<file path="src/rtl/dino_game_if.sv">
// Signal bundle between the dino game sequencer and its surroundings.
// The master drives the frame/button/collision inputs; the slave is the sequencer.
interface dino_game_if;
  logic       frame_tick;
  logic       btn;
  logic       collide;
  logic [1:0] state;
  logic [7:0] dinoY;
  logic [8:0] cactusX;
  logic [8:0] x_dist;
  logic [7:0] cactusH1;
  logic [7:0] cactusH2;
  logic [7:0] score;

  modport master (
    output frame_tick, btn, collide,
    input  state, dinoY, cactusX, x_dist, cactusH1, cactusH2, score
  );

  modport slave (
    input  frame_tick, btn, collide,
    output state, dinoY, cactusX, x_dist, cactusH1, cactusH2, score
  );
endinterface

</file>
<file path="src/rtl/dino_game_ctrl.sv">
// Per-frame sequencer for the dino runner: jump physics, cactus scroll/respawn,
// scoring, collision end and win detection, advancing once per frame_tick.
//
// state | meaning
// IDLE  | waiting for a button press, play registers held at start values
// RUN   | game active, physics and scrolling advance on each frame_tick
// OVER  | collision seen, outputs frozen until a button press
// WIN   | score target reached, outputs frozen until a button press
module dino_game_ctrl #(
  parameter logic [7:0]        FLOOR_Y   = 8'd101,
  parameter logic signed [5:0] JUMP_V    = 6'sd12,
  parameter logic signed [5:0] GRAVITY   = 6'sd1,
  parameter logic [8:0]        SPEED     = 9'd4,
  parameter logic [8:0]        WRAP_X    = 9'd320,
  parameter logic [7:0]        MIN_H     = 8'd20,
  parameter logic [8:0]        MIN_DIST  = 9'd60,
  parameter logic [7:0]        WIN_SCORE = 8'd40
) (
  input logic        clk,
  input logic        rst,
  dino_game_if.slave bus
);

  localparam logic [1:0] S_IDLE = 2'd0;
  localparam logic [1:0] S_RUN  = 2'd1;
  localparam logic [1:0] S_OVER = 2'd2;
  localparam logic [1:0] S_WIN  = 2'd3;

  logic [1:0]        state_q;
  logic [7:0]        dino_y;
  logic signed [5:0] vel;
  logic [8:0]        cactus_x;
  logic [8:0]        gap;
  logic [7:0]        height1;
  logic [7:0]        height2;
  logic [7:0]        score_q;
  logic              btn_q;
  logic              jump_pend;
  logic              hit;
  logic [7:0]        lfsr;

  logic              btn_rise;
  logic              grounded;
  logic              pend_eff;
  logic              game_done;
  logic              restart;
  logic [7:0]        lfsr_next;
  logic [4:0]        lfsr_mix;
  logic signed [9:0] y_sum;
  logic [9:0]        x_sum;

  assign btn_rise  = bus.btn & ~btn_q;
  assign grounded  = (dino_y == FLOOR_Y) && (vel == 6'sd0);
  // A press landing in the same cycle as the tick still counts for that tick.
  assign pend_eff  = jump_pend | (btn_rise & grounded);
  assign game_done = (state_q == S_OVER) || (state_q == S_WIN);
  assign restart   = (state_q == S_IDLE) || (game_done && btn_rise);
  assign lfsr_next = {1'b0, lfsr[7:1]} ^ (lfsr[0] ? 8'hB8 : 8'h00);
  assign lfsr_mix  = lfsr[4:0] ^ lfsr[7:3];
  assign y_sum     = $signed({2'b00, dino_y}) + $signed({{4{vel[5]}}, vel});
  assign x_sum     = {1'b0, cactus_x} + {1'b0, SPEED};

  always_ff @(posedge clk or posedge rst) begin
    if (rst) begin
      state_q   <= S_IDLE;
      dino_y    <= FLOOR_Y;
      vel       <= 6'sd0;
      cactus_x  <= 9'd0;
      gap       <= MIN_DIST;
      height1   <= MIN_H;
      height2   <= MIN_H;
      score_q   <= 8'd0;
      btn_q     <= 1'b0;
      jump_pend <= 1'b0;
      hit       <= 1'b0;
      lfsr      <= 8'hA5;
    end else begin
      btn_q <= bus.btn;
      lfsr  <= lfsr_next;

      if (restart) begin
        dino_y    <= FLOOR_Y;
        vel       <= 6'sd0;
        cactus_x  <= 9'd0;
        score_q   <= 8'd0;
        hit       <= 1'b0;
        jump_pend <= 1'b0;
      end

      case (state_q)
        S_IDLE: begin
          if (btn_rise) state_q <= S_RUN;
        end
        S_RUN: begin
          if (bus.frame_tick) begin
            hit <= 1'b0;
            if (hit || bus.collide) begin
              state_q <= S_OVER;
            end else if (score_q >= WIN_SCORE) begin
              state_q <= S_WIN;
            end else begin
              jump_pend <= 1'b0;
              if (pend_eff) begin
                vel    <= JUMP_V;
                dino_y <= dino_y + {2'b00, JUMP_V};
              end else if (!grounded) begin
                if (y_sum <= $signed({2'b00, FLOOR_Y})) begin
                  dino_y <= FLOOR_Y;
                  vel    <= 6'sd0;
                end else if (y_sum > 10'sd215) begin
                  dino_y <= 8'd215;
                  vel    <= 6'sd0 - GRAVITY;
                end else begin
                  dino_y <= y_sum[7:0];
                  vel    <= vel - GRAVITY;
                end
              end

              if (x_sum >= {1'b0, WRAP_X}) begin
                cactus_x <= 9'd0;
                height1  <= MIN_H + {3'b000, lfsr[4:0]};
                height2  <= MIN_H + {3'b000, lfsr_mix};
                gap      <= MIN_DIST + {2'b00, lfsr[7:5], 4'b0000};
                score_q  <= (score_q >= 8'd254) ? 8'd255 : score_q + 8'd2;
              end else begin
                cactus_x <= x_sum[8:0];
              end
            end
          end else begin
            if (bus.collide) hit <= 1'b1;
            jump_pend <= pend_eff;
          end
        end
        S_OVER, S_WIN: begin
          if (btn_rise) state_q <= S_IDLE;
        end
        default: state_q <= S_IDLE;
      endcase
    end
  end

  assign bus.state    = state_q;
  assign bus.dinoY    = dino_y;
  assign bus.cactusX  = cactus_x;
  assign bus.x_dist   = gap;
  assign bus.cactusH1 = height1;
  assign bus.cactusH2 = height2;
  assign bus.score    = score_q;

endmodule

</file>
<file path="src/flat_wrapper.sv">
// flat-port wrapper written by rule: the top's interface ports become plain ports
module dino_game_ctrl_flat 
#(
  parameter logic [7:0]        FLOOR_Y   = 8'd101,
  parameter logic signed [5:0] JUMP_V    = 6'sd12,
  parameter logic signed [5:0] GRAVITY   = 6'sd1,
  parameter logic [8:0]        SPEED     = 9'd4,
  parameter logic [8:0]        WRAP_X    = 9'd320,
  parameter logic [7:0]        MIN_H     = 8'd20,
  parameter logic [8:0]        MIN_DIST  = 9'd60,
  parameter logic [7:0]        WIN_SCORE = 8'd40
)
  (clk, rst, bus_frame_tick, bus_btn, bus_collide, bus_state, bus_dinoY, bus_cactusX, bus_x_dist, bus_cactusH1, bus_cactusH2, bus_score);
  dino_game_if bus_i ();
  input logic clk;
  input logic rst;
  input wire logic [$bits(bus_i.frame_tick)-1:0] bus_frame_tick;
  input wire logic [$bits(bus_i.btn)-1:0] bus_btn;
  input wire logic [$bits(bus_i.collide)-1:0] bus_collide;
  output wire logic [$bits(bus_i.state)-1:0] bus_state;
  output wire logic [$bits(bus_i.dinoY)-1:0] bus_dinoY;
  output wire logic [$bits(bus_i.cactusX)-1:0] bus_cactusX;
  output wire logic [$bits(bus_i.x_dist)-1:0] bus_x_dist;
  output wire logic [$bits(bus_i.cactusH1)-1:0] bus_cactusH1;
  output wire logic [$bits(bus_i.cactusH2)-1:0] bus_cactusH2;
  output wire logic [$bits(bus_i.score)-1:0] bus_score;
  assign bus_i.frame_tick = bus_frame_tick;
  assign bus_i.btn = bus_btn;
  assign bus_i.collide = bus_collide;
  assign bus_state = bus_i.state;
  assign bus_dinoY = bus_i.dinoY;
  assign bus_cactusX = bus_i.cactusX;
  assign bus_x_dist = bus_i.x_dist;
  assign bus_cactusH1 = bus_i.cactusH1;
  assign bus_cactusH2 = bus_i.cactusH2;
  assign bus_score = bus_i.score;
  dino_game_ctrl #(.FLOOR_Y(FLOOR_Y), .JUMP_V(JUMP_V), .GRAVITY(GRAVITY), .SPEED(SPEED), .WRAP_X(WRAP_X), .MIN_H(MIN_H), .MIN_DIST(MIN_DIST), .WIN_SCORE(WIN_SCORE)) u_core (.clk(clk), .rst(rst), .bus(bus_i));
endmodule
</file>
<file path="config.mk">
export PLATFORM = sky130hd
export DESIGN_NAME = dino_game_ctrl_flat
export DESIGN_NICKNAME = d
export VERILOG_FILES = /design/src/rtl/dino_game_if.sv /design/src/rtl/dino_game_ctrl.sv /design/src/flat_wrapper.sv
export SDC_FILE = /design/constraint.sdc
export NUM_CORES = 1
export LEC_CHECK = 0
export CORE_MARGIN = 10
export CORE_UTILIZATION = 54
export CTS_CLUSTER_SIZE = 24
export DETAILED_ROUTE_END_ITERATION = 10
export MAX_ROUTING_LAYER = met4
export PLACE_DENSITY = 0.88
export SLEW_MARGIN = 10
export SYNTH_ARGS = -nofsm -noshare
export SYNTH_HDL_FRONTEND = slang
export SYNTH_SLANG_ARGS = --single-unit
</file>
<file path="constraint.sdc">
create_clock -name clk -period 3.8 [get_ports clk]
set_clock_uncertainty 0.2 [all_clocks]
set_input_delay 0.57 -clock clk [delete_from_list [all_inputs] [get_ports clk]]
set_output_delay 0.57 -clock clk [all_outputs]
set_load 0.05 [all_outputs]
</file>
==> results.cfg, run 1 <==
[grt]
antenna_found_initial = 0
grt_pass1_vias = 3020
overflow = 0
grt_pass1_wl_mm = 15.4
grt_max_degree = 38
grt_util_all_layers_pct = 19.3

[synthesis]
synth-warning-count = 0
ys.flop_type = dfrtp_1
synth_area_sq_mm = 0.00361
synth_top_area_cell = dfrtp_1
synth_enable_flop_cells = 0
syn_inst = 394
netlist.area_leader.share_pct = 31.9
synth-seq-cells = 60
yosysSeqAreaShare_pct = 42.1
synth_common_cells = nand2_1 (61), dfrtp_1 (46), o21ai_0 (39), nor2_1 (21), a21oi_1 (20)
synthTopCellsByArea = dfrtp_1 (32%), dfstp_2 (10%), nand2_1 (6.3%)
yosysMostFrequentCell = nand2_1
avgSynthCellArea_sq_um = 9.16
synthArstFlopShare_pct = 100
synth_cell_types = 65

[detailed_routing]
drt_iter0_drc = 290
vias_per_cell = 5.95
wl_per_cell_um = 17.7
wl_mm = 9.36
vias = 3142
drtPass1Iterations = 5
ant_nets = 0
route.detailed.drc = 0

[floorplanning]
die_x_um = 102
die_y_um = 102
num_rows = 29
io_pins = 57
core-area_sq_mm = 0.00642
start_util_pct = 56.2
dieArea_sq_mm = 0.0103

[sta]
fin_tns_setup_ps = 0
tightest_slew_ps = 741
finalSetupViolations = 0
max_freq_mhz = 287
maxSlewHeadroom_pct = 50.5
finalHoldViolations = 0
worst_slack_ps = 321
period_share_pct = 91.6
slew_violations = 0
holdWs_ps = 220
rsz0062_at_grt = false
finalCriticalPeriod_ps = 3480

[worst_setup_path]
crit_arrival_ps = 3550
r2r_cells = 11
cp-start-kind = register
crit_type = reg -> reg
crit_fanout = 6
crit_start = u_core.bus.dinoY[0]$_DFFE_PP1P_
worst_setup_path_end_kind = register
path_cells = ha_1 -> inv_1 -> fa_1 -> nand2b_1 -> a2111oi_2 -> a211oi_1 -> or3_4 -> o22ai_4 -> nand2_2 -> a21o_1 -> o31a_1
cp.required_ps = 3870
worstReg2RegStart = u_core.bus.dinoY[0]$_DFFE_PP1P_
reg2reg_to = u_core.bus.dinoY[5]$_DFF_PP1_
rrSetupSlack_ps = 320
worstSetupEndpoint = u_core.bus.dinoY[5]$_DFF_PP1_
worst_path_max_delay_cell = dfstp_2
cpPeakStageDelay_ps = 560

[placement]
dp_hpwl_mm = 6.92
port_buffers = 47
dp_slack_ps = 350
place.gp.congestion = 1.00

[clock_network]
cts_root_buffer = clkbuf_8
cts_htree_levels = 3
cts_tree = yes
clkSlewWorstSetupHoldPaths_ps = 70
postCtsHoldBufs = 0
clock-sinks = 60
post_cts_buffers = 0
insertion_delay_ps = 340
cts_resized = 0
cts_buffers = 9
cts_buffer_depth = 2

[final_layout]
drive_gt1_share_pct = 12.0
syn_to_final_growth_pct = 20.6
multi_input_area_sq_mm = 0.00195
final_util_pct = 67.7
regArea_sq_mm = 0.00152
nets = 470
antenna_cells = 0
fillerInstances = 498

[hold_path]
worstHoldPathCells = 0
hp-class = reg -> reg

[pwr]
finalPower_w = 0.00214
total_leakage_power_nw = 1.93
peakVddDrop_v = 0.000493
power.density_mw_per_mm2 = 492

[run_status]
outcome = completed

[flow_run]
cap_violations = 0
## cell type report
| cell class | count | area share (%) |
|---|---|---|
| Multi-Input combinational cell | 307 | 44.8 |
| Sequential cell | 60 | 34.9 |
| Timing Repair Buffer | 53 | 11.9 |
| Clock buffer | 13 | 3.88 |
| Tap cell | 77 | 2.22 |
| Inverter | 15 | 1.29 |
| Clock inverter | 3 | 1.04 |
## worst max-delay path: cells and delay by family, from the launching register on
family	cells	cell delay [ps]
AND/OR/NAND/NOR	3	790
buffers and inverters	1	70
flip-flops	1	560
adder cells (fa/ha/maj)	2	650
AO/OA/AOI/OAI	5	1150
## flip-flops by register name (all words and copies together) (netlist names), 2 cells and up
signal	count
u_core.bus.state	2
u_core.lfsr	8
u_core.bus.cactusX	9
u_core.bus.score	8
u_core.bus.dinoY	8
u_core.bus.cactusH1	6
u_core.vel	6
u_core.bus.cactusH2	6
u_core.bus.x_dist	4
## worst min path at each step
stage / startpoint / to / slack, ps
2_1_floorplan: u_core.lfsr[0]$_DFF_PP1_ / u_core.lfsr[7]$_DFF_PP1_ / 150
3_3_place_gp: u_core.lfsr[1]$_DFF_PP0_ / u_core.lfsr[0]$_DFF_PP1_ / 200
3_5_place_dp: u_core.lfsr[1]$_DFF_PP0_ / u_core.lfsr[0]$_DFF_PP1_ / 210
4_1_cts: u_core.lfsr[1]$_DFF_PP0_ / u_core.lfsr[0]$_DFF_PP1_ / 220
5_1_grt: u_core.lfsr[0]$_DFF_PP1_ / u_core.lfsr[7]$_DFF_PP1_ / 230
6_report: u_core.lfsr[0]$_DFF_PP1_ / u_core.lfsr[7]$_DFF_PP1_ / 220
## per-stage QoR
step           cells  area (sq um)
2_1_floorplan    401          3630
3_3_place_gp     512          4140
3_5_place_dp     512          4140
4_1_cts          528          4350
5_1_grt          528          4350
6_report         528          4350
## placed cells by master (no fill, tap or decap), types with 3 or more instances in the layout
cell,netlist,routed
a21o_1,4,4
a21oi_1,20,20
a22o_1,5,5
a31oi_1,3,3
and2_1,8,8
and3_1,8,8
buf_4,10,6
clkbuf_8,0,12
clkdlybuf4s50_1,0,47
conb_1,2,9
dfrtp_1,46,46
dfstp_2,14,14
ha_1,18,18
inv_1,14,13
nand2_1,61,61
nand2b_1,9,9
nand3_1,10,10
nor2_1,21,21
nor2b_1,6,6
nor3_1,5,5
o21a_1,3,3
o21ai_0,39,39
o21ai_1,3,3
o31ai_1,3,3
or3_1,3,3
xnor2_1,9,9
xor2_1,10,10
## cell families (layout without fill, tap and decap cells)
| kind of cell | Yosys count | in the layout | share of synthesized area, % |
|---|---|---|---|
| buf+inv | 34 | 84 | 4.61 |
| simple gates | 147 | 147 | 20.0 |
| compound gates | 113 | 113 | 21.7 |
| xor+xnor | 19 | 19 | 4.61 |
| other cells | 2 | 9 | 0.208 |
| flops | 60 | 60 | 42.1 |
| fa+ha+maj | 19 | 19 | 6.80 |
## routing by layer
layer  wire length [um]  GRT usage (%)  vias up
met5                  0              -        -
met4                184           7.59        0
met3                777           5.31       18
met2               4280           28.5      147
met1               4120           24.5     1491
li1                   -              -     1486
## power by group
part	total (W)	internal, W	switching [W]	leakage, nW
combinational	0.000796	0.000250	0.000546	1.05
sequential	0.000734	0.000681	0.0000528	0.780
clock	0.000610	0.000357	0.000253	0.102
total	0.00214	0.00129	0.000852	1.93
Note: power is estimated with default switching activity, not from simulation.
==> run 2, diff against run 1 <==
--- a/config.mk
+++ b/config.mk
@@ -10,5 +10,4 @@
 export CTS_CLUSTER_SIZE = 24
 export DETAILED_ROUTE_END_ITERATION = 10
-export MAX_ROUTING_LAYER = met4
 export PLACE_DENSITY = 0.88
 export SLEW_MARGIN = 10
==> constraint.sdc (replaced) <==
create_clock -name clk -period 3.8 [get_ports clk]
set_clock_uncertainty 0.2 [all_clocks]
set_input_delay 1.14 -clock clk [delete_from_list [all_inputs] [get_ports clk]]
set_output_delay 1.14 -clock clk [all_outputs]
set_load 0.05 [all_outputs]
==> run 2 against run 1 <==
Maximum frequency rose by 0.22%. Cell area about the same. Sequential power increased by 1%. Largest cell class unchanged.
==> results.cfg, run 2 (synthesized netlist as in run 1, its figures left out) <==
[floorplanning]
io_pins = 57
start_util_pct = 56.2
num_rows = 29
die_x_um = 102
die_y_um = 102
dieArea_sq_mm = 0.0103
core-area_sq_mm = 0.00642

[worst_setup_path]
crit_arrival_ps = 3550
crit_type = reg -> reg
worst_setup_path_end_kind = register
cp.required_ps = 3880
cp-start-kind = register
crit_fanout = 6

[detailed_routing]
ant_nets = 0
wl_mm = 9.54
wl_met2_mm = 4.39
dr_wl_met3_mm = 1.03
top_layer = met4
route.detailed.drc = 0
drtPass1Iterations = 5
vias_per_cell = 6.17
wl_per_cell_um = 18.1
wl_met1_mm = 3.83
vias = 3257
drt_iter0_drc = 232

[clock_network]
clock-sinks = 60
cts_resized = 0
insertion_delay_ps = 340
cts_tree = yes
postCtsHoldBufs = 0
cts_htree_levels = 3
cts_buffers = 9
cts_buffer_depth = 2
post_cts_buffers = 0
cts_root_buffer = clkbuf_8
clkSlewWorstSetupHoldPaths_ps = 70

[sta]
tightest_slew_ps = 660
worst_slack_ps = 329
finalSetupViolations = 0
max_freq_mhz = 288
finalHoldViolations = 0
finalCriticalPeriod_ps = 3470
fin_tns_setup_ps = 0
period_share_pct = 91.4
slew_violations = 0
rsz0062_at_grt = false
holdWs_ps = 215
maxSlewHeadroom_pct = 55.7

[placement]
place.gp.congestion = 1.06
dp_hpwl_mm = 7.00
dp_slack_ps = 235
port_buffers = 47

[final_layout]
antenna_cells = 0
regArea_sq_mm = 0.00152
layout_commonest_cell = nand2_1
syn_to_final_growth_pct = 20.5
layout_common_cells = nand2_1 (61), clkdlybuf4s50_1 (47), dfrtp_1 (46)
fillerInstances = 500
multi_input_area_sq_mm = 0.00195
nets = 470
drive_gt1_share_pct = 12.0
largest_reg_flops = 9

[grt]
grt_pass1_wl_mm = 15.4
antenna_found_initial = 1
grt_max_degree = 30
overflow = 0
grt_pass1_vias = 3135
grt_util_all_layers_pct = 18.5

[pwr]
peakVddDrop_v = 0.000503
total_leakage_power_nw = 1.94
power.density_mw_per_mm2 = 495
p_int_w = 0.00129
p_sw_w = 0.000867
finalPower_w = 0.00215
switching_share_pct = 40.3
combPwrFrac_pct = 37.4
seqPwrFrac_pct = 34.5
clkPwrFrac_pct = 28.1

[run_status]
outcome = completed

[flow_run]
cap_violations = 0

[hold_path]
hp-class = reg -> reg
[run 2: layout make-up]
type                       instances  area share [%]
multi-input combinational        307            44.8
inverter                          15            1.29
sequential                        60            34.9
tap                               77            2.22
clock buffer                      13            3.88
clock inverter                     3            1.01
timing repair buffer              53            11.9
[run 2: metrics by stage]
step	util, %	std cells	instance area (sq um)
after floorplan	-	401	3630
after global placement	64.4	512	4140
after detailed placement	64.4	512	4140
after CTS	67.7	528	4350
after global routing	67.7	528	4350
final	67.7	528	4350
[run 2: power groups by stage]
stage	logic (W)	clock network, W	registers (W)
after floorplan	0.000494	0	0.000814
after global placement	0.000760	0	0.000747
after detailed placement	0.000769	0	0.000749
after CTS	0.000786	0.000612	0.000739
after global routing	0.000864	0.000636	0.000749
final	0.000806	0.000604	0.000743
[run 2: worst max-delay path, cell delays in order, from the launching register on]
cell       delay, ps
dfstp_2          560
ha_1             210
inv_1             80
fa_1             440
nand2b_1         230
a21o_1           220
a31oi_1          360
and3_1           270
o22ai_4          110
a2111oi_2        440
a32oi_1          160
o21a_1           150
[run 2: final timing paths]
path | from | to | slack [ps] | cells after the start
min | u_core.lfsr[1]$_DFF_PP0_ | u_core.lfsr[0]$_DFF_PP1_ | 220 | 0
max reg2reg | u_core.bus.dinoY[0]$_DFFE_PP1P_ | u_core.bus.dinoY[2]$_DFF_PP1_ | 330 | 11
min in group asynchronous | rst | u_core.bus.cactusH1[0]$_DFFE_PP0P_ | 990 | 2
max in group asynchronous | rst | u_core.bus.cactusH2[4]$_DFFE_PP1P_ | 1660 | 3
min reg2reg | u_core.lfsr[1]$_DFF_PP0_ | u_core.lfsr[0]$_DFF_PP1_ | 220 | 0
max | u_core.bus.dinoY[0]$_DFFE_PP1P_ | u_core.bus.dinoY[2]$_DFF_PP1_ | 330 | 11
[run 2: per-layer routing]
layer	vias to the layer above	GRT usage (%)
li1	1487	-
met2	193	29.2
met3	40	6.33
met1	1537	22.2
met4	0	8.47
met5	-	0
